===== src/rtl/mul_seq_ctrl_pkg.sv =====
// Shared encodings for the execute-stage multiply sequencer: FSM states,
// the MUL command code and the {N,Z,C,V} bit positions.
package mul_seq_ctrl_pkg;

    typedef enum logic [1:0] {
        ST_IDLE = 2'd0,
        ST_RUN  = 2'd1,
        ST_DONE = 2'd2
    } state_e;

    localparam logic [3:0] EXE_CMD_MUL = 4'b0010;

    localparam int unsigned SR_N = 3;
    localparam int unsigned SR_Z = 2;
    localparam int unsigned SR_C = 1;
    localparam int unsigned SR_V = 0;

    function automatic logic [3:0] mk_status(input logic [31:0] acc,
                                             input logic        c,
                                             input logic        v);
        logic [3:0] st;
        st       = '0;
        st[SR_N] = acc[31];
        st[SR_Z] = (acc == 32'd0);
        st[SR_C] = c;
        st[SR_V] = v;
        return st;
    endfunction

endpackage


===== src/rtl/mul_seq_ctrl_if.sv =====
// Execute-stage <-> multiply sequencer bundle; the pipeline side is master.
interface mul_seq_ctrl_if;
    logic        start;
    logic        flush;
    logic        S;
    logic [31:0] Val_Rn;
    logic [31:0] Val_Rm;
    logic [3:0]  statusRegs_IN;
    logic        freeze;
    logic        done;
    logic [31:0] res;
    logic [3:0]  status_out;
    logic        status_wr;

    modport master (
        output start, flush, S, Val_Rn, Val_Rm, statusRegs_IN,
        input  freeze, done, res, status_out, status_wr
    );

    modport slave (
        input  start, flush, S, Val_Rn, Val_Rm, statusRegs_IN,
        output freeze, done, res, status_out, status_wr
    );
endinterface


===== src/rtl/mul_seq_ctrl.sv =====
// Radix-2 shift-add multiplier (low 32 bits) with early exit on an exhausted multiplier.
// Latency: done h+2 cycles after start (h = top set bit of Rm), 1 cycle for a zero operand.
// Backpressure: freeze stalls IF/ID/EXE from the accept cycle through the last RUN cycle.
module mul_seq_ctrl
    import mul_seq_ctrl_pkg::*;
(
    input logic           clk,
    input logic           rst,
    mul_seq_ctrl_if.slave bus
);

    state_e      state_q;
    logic [31:0] mcand_q, mplier_q, acc_q, res_q;
    logic [4:0]  cnt_q;
    logic        s_q, c_q, v_q;

    logic        accept, out_vld;
    logic [31:0] acc_d, mcand_d, mplier_d;
    logic [4:0]  cnt_d;

    assign accept   = (state_q == ST_IDLE) & bus.start & ~bus.flush;
    assign out_vld  = (state_q == ST_DONE) & ~bus.flush;

    assign acc_d    = mplier_q[0] ? (acc_q + mcand_q) : acc_q;
    assign mcand_d  = {mcand_q[30:0], 1'b0};
    assign mplier_d = {1'b0, mplier_q[31:1]};
    assign cnt_d    = cnt_q + 5'd1;

    // Outside a valid DONE cycle the last completed product is shown, never acc.
    assign bus.freeze     = accept | (state_q == ST_RUN);
    assign bus.done       = out_vld;
    assign bus.res        = out_vld ? acc_q : res_q;
    assign bus.status_out = out_vld ? mk_status(acc_q, c_q, v_q) : 4'd0;
    assign bus.status_wr  = out_vld & s_q;

    always_ff @(posedge clk or posedge rst) begin
        if (rst) begin
            state_q  <= ST_IDLE;
            mcand_q  <= '0;
            mplier_q <= '0;
            acc_q    <= '0;
            res_q    <= '0;
            cnt_q    <= '0;
            s_q      <= 1'b0;
            c_q      <= 1'b0;
            v_q      <= 1'b0;
        end else begin
            case (state_q)
                ST_IDLE: begin
                    if (accept) begin
                        mcand_q  <= bus.Val_Rn;
                        mplier_q <= bus.Val_Rm;
                        acc_q    <= '0;
                        cnt_q    <= '0;
                        s_q      <= bus.S;
                        c_q      <= bus.statusRegs_IN[SR_C];
                        v_q      <= bus.statusRegs_IN[SR_V];
                        if ((bus.Val_Rn == 32'd0) || (bus.Val_Rm == 32'd0))
                            state_q <= ST_DONE;
                        else
                            state_q <= ST_RUN;
                    end
                end
                ST_RUN: begin
                    if (bus.flush) begin
                        state_q <= ST_IDLE;
                    end else begin
                        acc_q    <= acc_d;
                        mcand_q  <= mcand_d;
                        mplier_q <= mplier_d;
                        cnt_q    <= cnt_d;
                        if ((mplier_d == 32'd0) || (cnt_q == 5'd31))
                            state_q <= ST_DONE;
                    end
                end
                ST_DONE: begin
                    // A start seen here is deliberately not accepted.
                    if (out_vld)
                        res_q <= acc_q;
                    state_q <= ST_IDLE;
                end
                default: state_q <= ST_IDLE;
            endcase
        end
    end

endmodule


===== src/flat_wrapper.sv =====
// flat-port wrapper written by rule: the top's interface ports become plain ports
module mul_seq_ctrl_flat import mul_seq_ctrl_pkg::*;
  (clk, rst, bus_start, bus_flush, bus_S, bus_Val_Rn, bus_Val_Rm, bus_statusRegs_IN, bus_freeze, bus_done, bus_res, bus_status_out, bus_status_wr);
  mul_seq_ctrl_if bus_i ();
  input logic clk;
  input logic rst;
  input wire logic [$bits(bus_i.start)-1:0] bus_start;
  input wire logic [$bits(bus_i.flush)-1:0] bus_flush;
  input wire logic [$bits(bus_i.S)-1:0] bus_S;
  input wire logic [$bits(bus_i.Val_Rn)-1:0] bus_Val_Rn;
  input wire logic [$bits(bus_i.Val_Rm)-1:0] bus_Val_Rm;
  input wire logic [$bits(bus_i.statusRegs_IN)-1:0] bus_statusRegs_IN;
  output wire logic [$bits(bus_i.freeze)-1:0] bus_freeze;
  output wire logic [$bits(bus_i.done)-1:0] bus_done;
  output wire logic [$bits(bus_i.res)-1:0] bus_res;
  output wire logic [$bits(bus_i.status_out)-1:0] bus_status_out;
  output wire logic [$bits(bus_i.status_wr)-1:0] bus_status_wr;
  assign bus_i.start = bus_start;
  assign bus_i.flush = bus_flush;
  assign bus_i.S = bus_S;
  assign bus_i.Val_Rn = bus_Val_Rn;
  assign bus_i.Val_Rm = bus_Val_Rm;
  assign bus_i.statusRegs_IN = bus_statusRegs_IN;
  assign bus_freeze = bus_i.freeze;
  assign bus_done = bus_i.done;
  assign bus_res = bus_i.res;
  assign bus_status_out = bus_i.status_out;
  assign bus_status_wr = bus_i.status_wr;
  mul_seq_ctrl u_core (.clk(clk), .rst(rst), .bus(bus_i));
endmodule

===== config.mk =====
export PLATFORM = sky130hd
export DESIGN_NAME = mul_seq_ctrl_flat
export DESIGN_NICKNAME = d
export VERILOG_FILES = /design/src/rtl/mul_seq_ctrl_pkg.sv /design/src/rtl/mul_seq_ctrl_if.sv /design/src/rtl/mul_seq_ctrl.sv /design/src/flat_wrapper.sv
export SDC_FILE = /design/constraint.sdc
export NUM_CORES = 1
export LEC_CHECK = 0
export ABC_AREA = 1
export CORE_MARGIN = 4
export CORE_UTILIZATION = 50
export CTS_BUF_LIST = sky130_fd_sc_hd__clkbuf_16
export DETAILED_ROUTE_END_ITERATION = 7
export PLACE_DENSITY = 0.73
export SLEW_MARGIN = 20
export SYNTH_ARGS = -nofsm -noshare
export SYNTH_HDL_FRONTEND = slang
export SYNTH_SLANG_ARGS = --single-unit

===== constraint.sdc =====
create_clock -name clk -period 7.89 [get_ports clk]
set_clock_uncertainty 0.2 [all_clocks]
set_input_delay 2.367 -clock clk [delete_from_list [all_inputs] [get_ports clk]]
set_output_delay 2.367 -clock clk [all_outputs]
set_load 0.01 [all_outputs]

==> impl_metrics.py, run 1 <==
metrics = {
    "status": {
        "outcome": "complete, no violations",
    },
    "floorplan": {
        "fp.dieH_um": 140,
        "die-area_sq_um": 19700,
        "design.core.area_sq_um": 17200,
        "num_rows": 48,
        "die_width_um": 140,
        "io_pins": 112,
        "start_util": 0.509,
    },
    "critical_path": {
        "cp.arrival_ps": 4740,
        "crit_fanout": 36,
        "crit_type": "in2out",
        "cp_data_required_time_ps": 5320,
        "end_kind": "primary output",
        "startpoint_type": "input pin",
    },
    "detailed_routing": {
        "wire_per_inst_um": 13.5,
        "vias_per_cell": 5.14,
        "ant_nets": 0,
        "dr.pass1.iters": 5,
        "drt_iter0_drc": 597,
        "drc": 0,
        "drt_wl_total_um": 21500,
        "dr_total_vias": 8196,
    },
    "layout": {
        "n_antenna_cell": 0,
        "drive_gt1_frac": 0.0387,
        "final_util": 0.616,
        "syn_to_final_growth_pct": 21.1,
        "fillers": 1632,
        "finish.net_count": 1463,
        "instances_no_fill": 1594,
        "final_cell_mix": "nand2_1 (385), inv_1 (217), dfrtp_1 (138)",
        "final_common_cell": "nand2_1",
    },
    "clocking": {
        "cts_made_buffers": 17,
        "cts_tree": "done",
        "cts_hold_buf": 0,
        "clockRootBuffer": "clkbuf_16",
        "clkLatencyLatePin_ps": 420,
        "cts_setup_buffers": 0,
        "ctsResizeCount": 0,
        "cts_num_sinks": 138,
        "path_clk_slew_ps": 50,
        "clk_path_buf_depth": 2,
        "h-tree-depth": 4,
    },
    "logic_synthesis": {
        "synth-simple-area-share": 0.262,
        "synth_xor_xnor_area_share": 0.00300,
        "synth_seq_cells": 138,
        "synth.top_cell.area_share": 0.394,
        "ys_warn_count": 0,
        "synth_area_sq_um": 8770,
        "syn_area_per_cell_sq_um": 6.95,
        "synth_area_leaders": "dfrtp_1 (39%), nand2_1 (16%), inv_1 (9.3%), o21ai_0 (7.3%), o211ai_1 (5.1%)",
        "syn_inst": 1262,
        "ys_seq_area_frac": 0.394,
        "synth_compound_area_frac": 0.169,
        "synth_cell_type_count": 33,
        "synth_fp_nets": 1369,
        "muxShareOfSynthArea": 0,
        "synth_top_family_by_area": "simple AND/OR/NAND/NOR gates",
        "synth-adder-area-share": 0.0494,
        "yosysTopAreaCell": "dfrtp_1",
    },
    "power_and_ir_drop": {
        "p_seq_frac": 0.324,
        "ir_worst_vdd_mv": 0.182,
        "pwr-share-clk": 0.246,
        "p_comb_frac": 0.430,
        "power_switching_mw": 1.38,
        "swShare": 0.405,
        "cellPowerDensity_nw_per_um2": 321,
        "leakage_nw": 5.35,
        "p_int_mw": 2.03,
    },
    "sta": {
        "drv_slew": 0,
        "max_freq_mhz": 137,
        "hold_viol_final": 0,
        "tns_ps": 0,
        "slew_headroom": 0.347,
        "min_period_over_period": 0.926,
        "finalSetupViolCount": 0,
        "tightest_slew_ps": 980,
        "rsz0062_at_grt": "false",
        "min_period_ps": 7300,
    },
    "hold_path": {
        "hold_class": "reg2reg",
    },
    "placed_design": {
        "place.gp.congestion": 0.913,
        "dp_cells": 1562,
        "dp_hpwl_um": 16400,
        "io_buffers": 109,
    },
    "grt": {
        "grt_start_max_net_pins": 126,
        "grt-ovfl-total": 0,
        "grtUsageTotal": 0.224,
        "first_global_vias": 7520,
        "grt_pass1_wl_um": 35700,
        "antenna_found_initial": 0,
    },
    "run": {
        "maxCapViolations": 0,
    },
}
-- synthesized netlist by cell type, drive strengths merged --
library cell / n
clkinv: 1
ha: 33
nand3b: 1
nand4: 20
nor4: 6
a21o: 1
inv: 225
clkbuf: 23
xor2: 1
nand2: 385
fa: 1
xnor2: 2
a31oi: 1
a22o: 2
o211ai: 60
o22ai: 5
buf: 18
nand3: 50
dfrtp: 138
o21bai: 3
o21ai: 155
nor2: 91
a21oi: 34
nor3: 6
-- flip-flops by register name, summed over array words and instances (netlist names) --
signal,cells
u_core.acc_q,32
u_core.mcand_q,32
u_core.mplier_q,32
u_core.res_q,32
u_core.cnt_q,5
u_core.state_q,2
u_core.c_q,1
u_core.s_q,1
u_core.v_q,1
-- power groups by stage --
stage	sequential, mW	clock [mW]	combinational, mW
detailed placement	1.11	0	1.45
finish	1.11	0.840	1.47
global route	1.13	0.886	1.68
CTS	1.10	0.848	1.47
floorplan	1.05	0	1.06
global placement	1.10	0	1.43
-- layer usage --
metal  global-route usage  wire (um)  share of wire
met2                0.358       9630           0.45
met1                0.304      10200           0.47
met4               0.0694        391          0.018
met5                    0          0              0
met3               0.0502       1320          0.061
-- path summary, 6_finish.rpt --
path,startpoint,endpoint,slack (ps),cells after the start
setup / recovery,bus_flush,bus_status_out[2],590,8
hold / removal,u_core.res_q[18]$_DFFE_PP0N_,u_core.res_q[18]$_DFFE_PP0N_,270,2
setup reg to reg,u_core.state_q[1]$_DFFE_PP0P_,u_core.acc_q[12]$_DFFE_PP0P_,5390,8
hold reg to reg,u_core.res_q[18]$_DFFE_PP0N_,u_core.res_q[18]$_DFFE_PP0N_,270,2
max in group asynchronous,rst,u_core.res_q[29]$_DFFE_PP0N_,4130,3
min in group asynchronous,rst,u_core.c_q$_DFFE_PP0P_,2270,2
-- critical path: stages --
cell	delay [ps]
clkdlybuf4s50_1	520
inv_2	130
nand3_2	470
buf_12	380
inv_1	120
nand3_1	90
nor2_1	100
clkdlybuf4s50_1	540
-- cell type report --
type	instances	area [sq um]	area share
tap	225	282	0.0265
clock inverter	15	196	0.0185
multi-input combinational	857	4240	0.400
timing repair buffer	116	1160	0.109
clock buffer	17	425	0.0401
inverter	226	860	0.0809
sequential	138	3450	0.325
-- cells by family (layout without fill, tap and decap cells) --
logic type	count (synthesis)	after routing
XOR/XNOR	3	3
flip-flops	138	138
AO/OA/AOI/OAI	261	261
AND/OR/NAND/NOR	559	559
buffers and inverters	267	374
adder cells (fa/ha/maj)	34	34
-- stage by stage --
| stage | area [sq um] | setup WS (ps) | hold slack, ps | total power [mW] |
|---|---|---|---|---|
| 2_1_floorplan | 8770 | 1630 | 240 | 2.11 |
| 3_3_place_gp | 9990 | 604 | 257 | 2.53 |
| 3_5_place_dp | 9990 | 580 | 264 | 2.57 |
| 4_1_cts | 10600 | 576 | 277 | 3.41 |
| 5_1_grt | 10600 | 451 | 302 | 3.69 |
| 6_report | 10600 | 586 | 272 | 3.41 |
No activity file was read; power rests on OpenSTA's default activity.
==> inputs of run 2 (changes only) <==
--- a/config.mk
+++ b/config.mk
@@ -6,10 +6,12 @@
 export NUM_CORES = 1
 export LEC_CHECK = 0
 export ABC_AREA = 1
-export CORE_MARGIN = 4
+export CORE_ASPECT_RATIO = 2
+export CORE_MARGIN = 3
 export CORE_UTILIZATION = 50
 export CTS_BUF_LIST = sky130_fd_sc_hd__clkbuf_16
 export DETAILED_ROUTE_END_ITERATION = 7
+export HOLD_SLACK_MARGIN = 0.08
 export PLACE_DENSITY = 0.73
 export SLEW_MARGIN = 20
 export SYNTH_ARGS = -nofsm -noshare
==> run 2 against run 1 <==
- sequential share of layout area rose by 0.17 points
- via count rose by 1.5%
- design area fell by 0.51%
- global-route usage rose by 2.4 points
- die area decreased by 2.3%
- critical path type unchanged
- count of clock-buffer cells in the layout did not move
- largest cell class unchanged
- power is 0.92% lower
- highest routed layer unchanged
- non-clock buffer count increased by 1
- sequential power hardly changed
- critical path depth shrank 2
- final cell count is 1.1% lower
- wire length up 6.4%
==> impl_metrics.py, run 2 (synthesis gave the netlist of run 1 again) <==
metrics = {
    "critical_path": {
        "crit_fanout": 38,
        "r2r_cells": 8,
        "cp.arrival_ps": 4730,
        "crit_top_cell": "clkdlybuf4s50_1",
        "critical-path-max-stage-delay_ps": 570,
        "critPathBufInv": 4,
        "slowest_stage": "clkdlybuf4s50_1",
        "r2r_end": "u_core.acc_q[1]$_DFFE_PP0P_",
        "reg2reg_from": "u_core.state_q[1]$_DFFE_PP0P_",
        "end_kind": "primary output",
        "cp_data_required_time_ps": 5320,
        "cp_top_family": "buffers and inverters",
        "crit_chain": "clkdlybuf4s50_1, inv_2, nand3_2, buf_12, o21ai_0, clkdlybuf4s50_1",
        "crit_type": "in2out",
        "reg2reg_slack_ps": 5400,
        "startpoint_type": "input pin",
    },
    "floorplan": {
        "die-area_sq_um": 19300,
        "io_pins": 112,
        "design.core.area_sq_um": 17000,
        "start_util": 0.515,
        "num_rows": 67,
        "fp.dieH_um": 193,
        "die_width_um": 99.6,
    },
    "clocking": {
        "ctsResizeCount": 0,
        "clkLatencyLatePin_ps": 430,
        "cts_setup_buffers": 0,
        "cts_tree": "done",
        "path_clk_slew_ps": 60,
        "cts_made_buffers": 17,
        "clockRootBuffer": "clkbuf_16",
        "cts_num_sinks": 138,
        "cts_hold_buf": 0,
        "h-tree-depth": 4,
        "clk_path_buf_depth": 2,
    },
    "grt": {
        "grtUsageTotal": 0.247,
        "grt_pass1_wl_um": 37700,
        "grt-ovfl-total": 0,
        "grt_start_max_net_pins": 126,
        "antenna_found_initial": 0,
        "first_global_vias": 7980,
    },
    "sta": {
        "min_period_over_period": 0.925,
        "hold_viol_final": 0,
        "max_freq_mhz": 137,
        "tightest_slew_ps": 1000,
        "drv_slew": 0,
        "rsz0062_at_grt": "false",
        "tns_ps": 0,
        "min_period_ps": 7300,
        "slew_headroom": 0.333,
        "finalSetupViolCount": 0,
    },
    "detailed_routing": {
        "drt_wl_total_um": 22900,
        "vias_per_cell": 5.28,
        "ant_nets": 0,
        "drc": 0,
        "dr_total_vias": 8323,
        "dr.pass1.iters": 6,
        "wire_per_inst_um": 14.5,
        "drt_iter0_drc": 289,
    },
    "power_and_ir_drop": {
        "leakage_nw": 5.34,
        "design_power_total_mw": 3.38,
        "cellPowerDensity_nw_per_um2": 320,
        "ir_worst_vdd_mv": 0.169,
    },
    "layout": {
        "drive_gt1_frac": 0.0380,
        "n_antenna_cell": 0,
        "final_cell_mix": "nand2_1 (385), inv_1 (218), dfrtp_1 (138)",
        "final_common_cell": "nand2_1",
        "finish.net_count": 1464,
        "syn_to_final_growth_pct": 20.5,
        "fillers": 1596,
    },
    "placed_design": {
        "place.gp.congestion": 1.01,
        "dp_hpwl_um": 17600,
        "io_buffers": 109,
    },
    "hold_path": {
        "min_from": "u_core.res_q[9]$_DFFE_PP0N_",
        "holdPathEnd": "u_core.res_q[9]$_DFFE_PP0N_",
        "hold_class": "reg2reg",
        "hold_depth": 2,
    },
    "status": {
        "outcome": "complete, no violations",
    },
    "run": {
        "maxCapViolations": 0,
    },
}
[run 2: cell types whose count changed in the layout (fill, tap and decap cells not counted)]
cell and delta:
inv_6 -3, inv_1 +1, clkinv_4 +1, buf_4 +1
clkinv_2 +1, bufinv_16 -1
[run 2: how the worst max path moves through the flow]
stage	startpoint	endpoint	slack (ps)	cells after the start
global placement	bus_flush	bus_res[23]	590	6
CTS	bus_flush	bus_res[28]	570	6
global route	bus_flush	bus_res[28]	410	6
detailed placement	bus_flush	bus_res[23]	580	6
floorplan	rst	u_core.acc_q[0]$_DFFE_PP0P_	1630	1
finish	bus_flush	bus_res[23]	590	6
[run 2: area by class of cell]
cell class,count,area (sq um),share of cell area
multi-input combinational,857,4240,0.402
timing repair buffer,117,1170,0.110
tap,207,259,0.0245
clock buffer,17,425,0.0403
sequential,138,3450,0.327
inverter,226,860,0.0814
clock inverter,14,158,0.0149
[run 2: power breakdown]
group	leakage (nW)	internal [mW]	switching, mW	total, mW
Combinational	3.27	0.547	0.945	1.49
Sequential	1.78	0.953	0.140	1.09
Clock	0.285	0.490	0.304	0.795
Total	5.34	1.99	1.39	3.38
[run 2: per-layer routing]
layer / wire, um / global-route usage / vias up
met5: 0 / 0 / -
met4: 1240 / 0.146 / 0
met3: 958 / 0.0451 / 73
met2: 12100 / 0.440 / 216
met1: 8610 / 0.266 / 3784
li1: - / - / 4250
[run 2: tightest hold or removal path, stage by stage, from the launching register on]
cell and delay (ps):
dfrtp_1 320, nand2_1 50, o21ai_0 60
[run 2: through the flow]
| step | std cells | hold WS, ps | util | cell area, sq um | setup slack, ps |
|---|---|---|---|---|---|
| 2_1_floorplan | 1262 | 240 | - | 8770 | 1630 |
| 3_3_place_gp | 1545 | 259 | 0.586 | 9980 | 590 |
| 3_5_place_dp | 1545 | 264 | 0.586 | 9980 | 578 |
| 4_1_cts | 1576 | 276 | 0.621 | 10600 | 568 |
| 5_1_grt | 1576 | 299 | 0.621 | 10600 | 413 |
| 6_report | 1576 | 272 | 0.621 | 10600 | 590 |
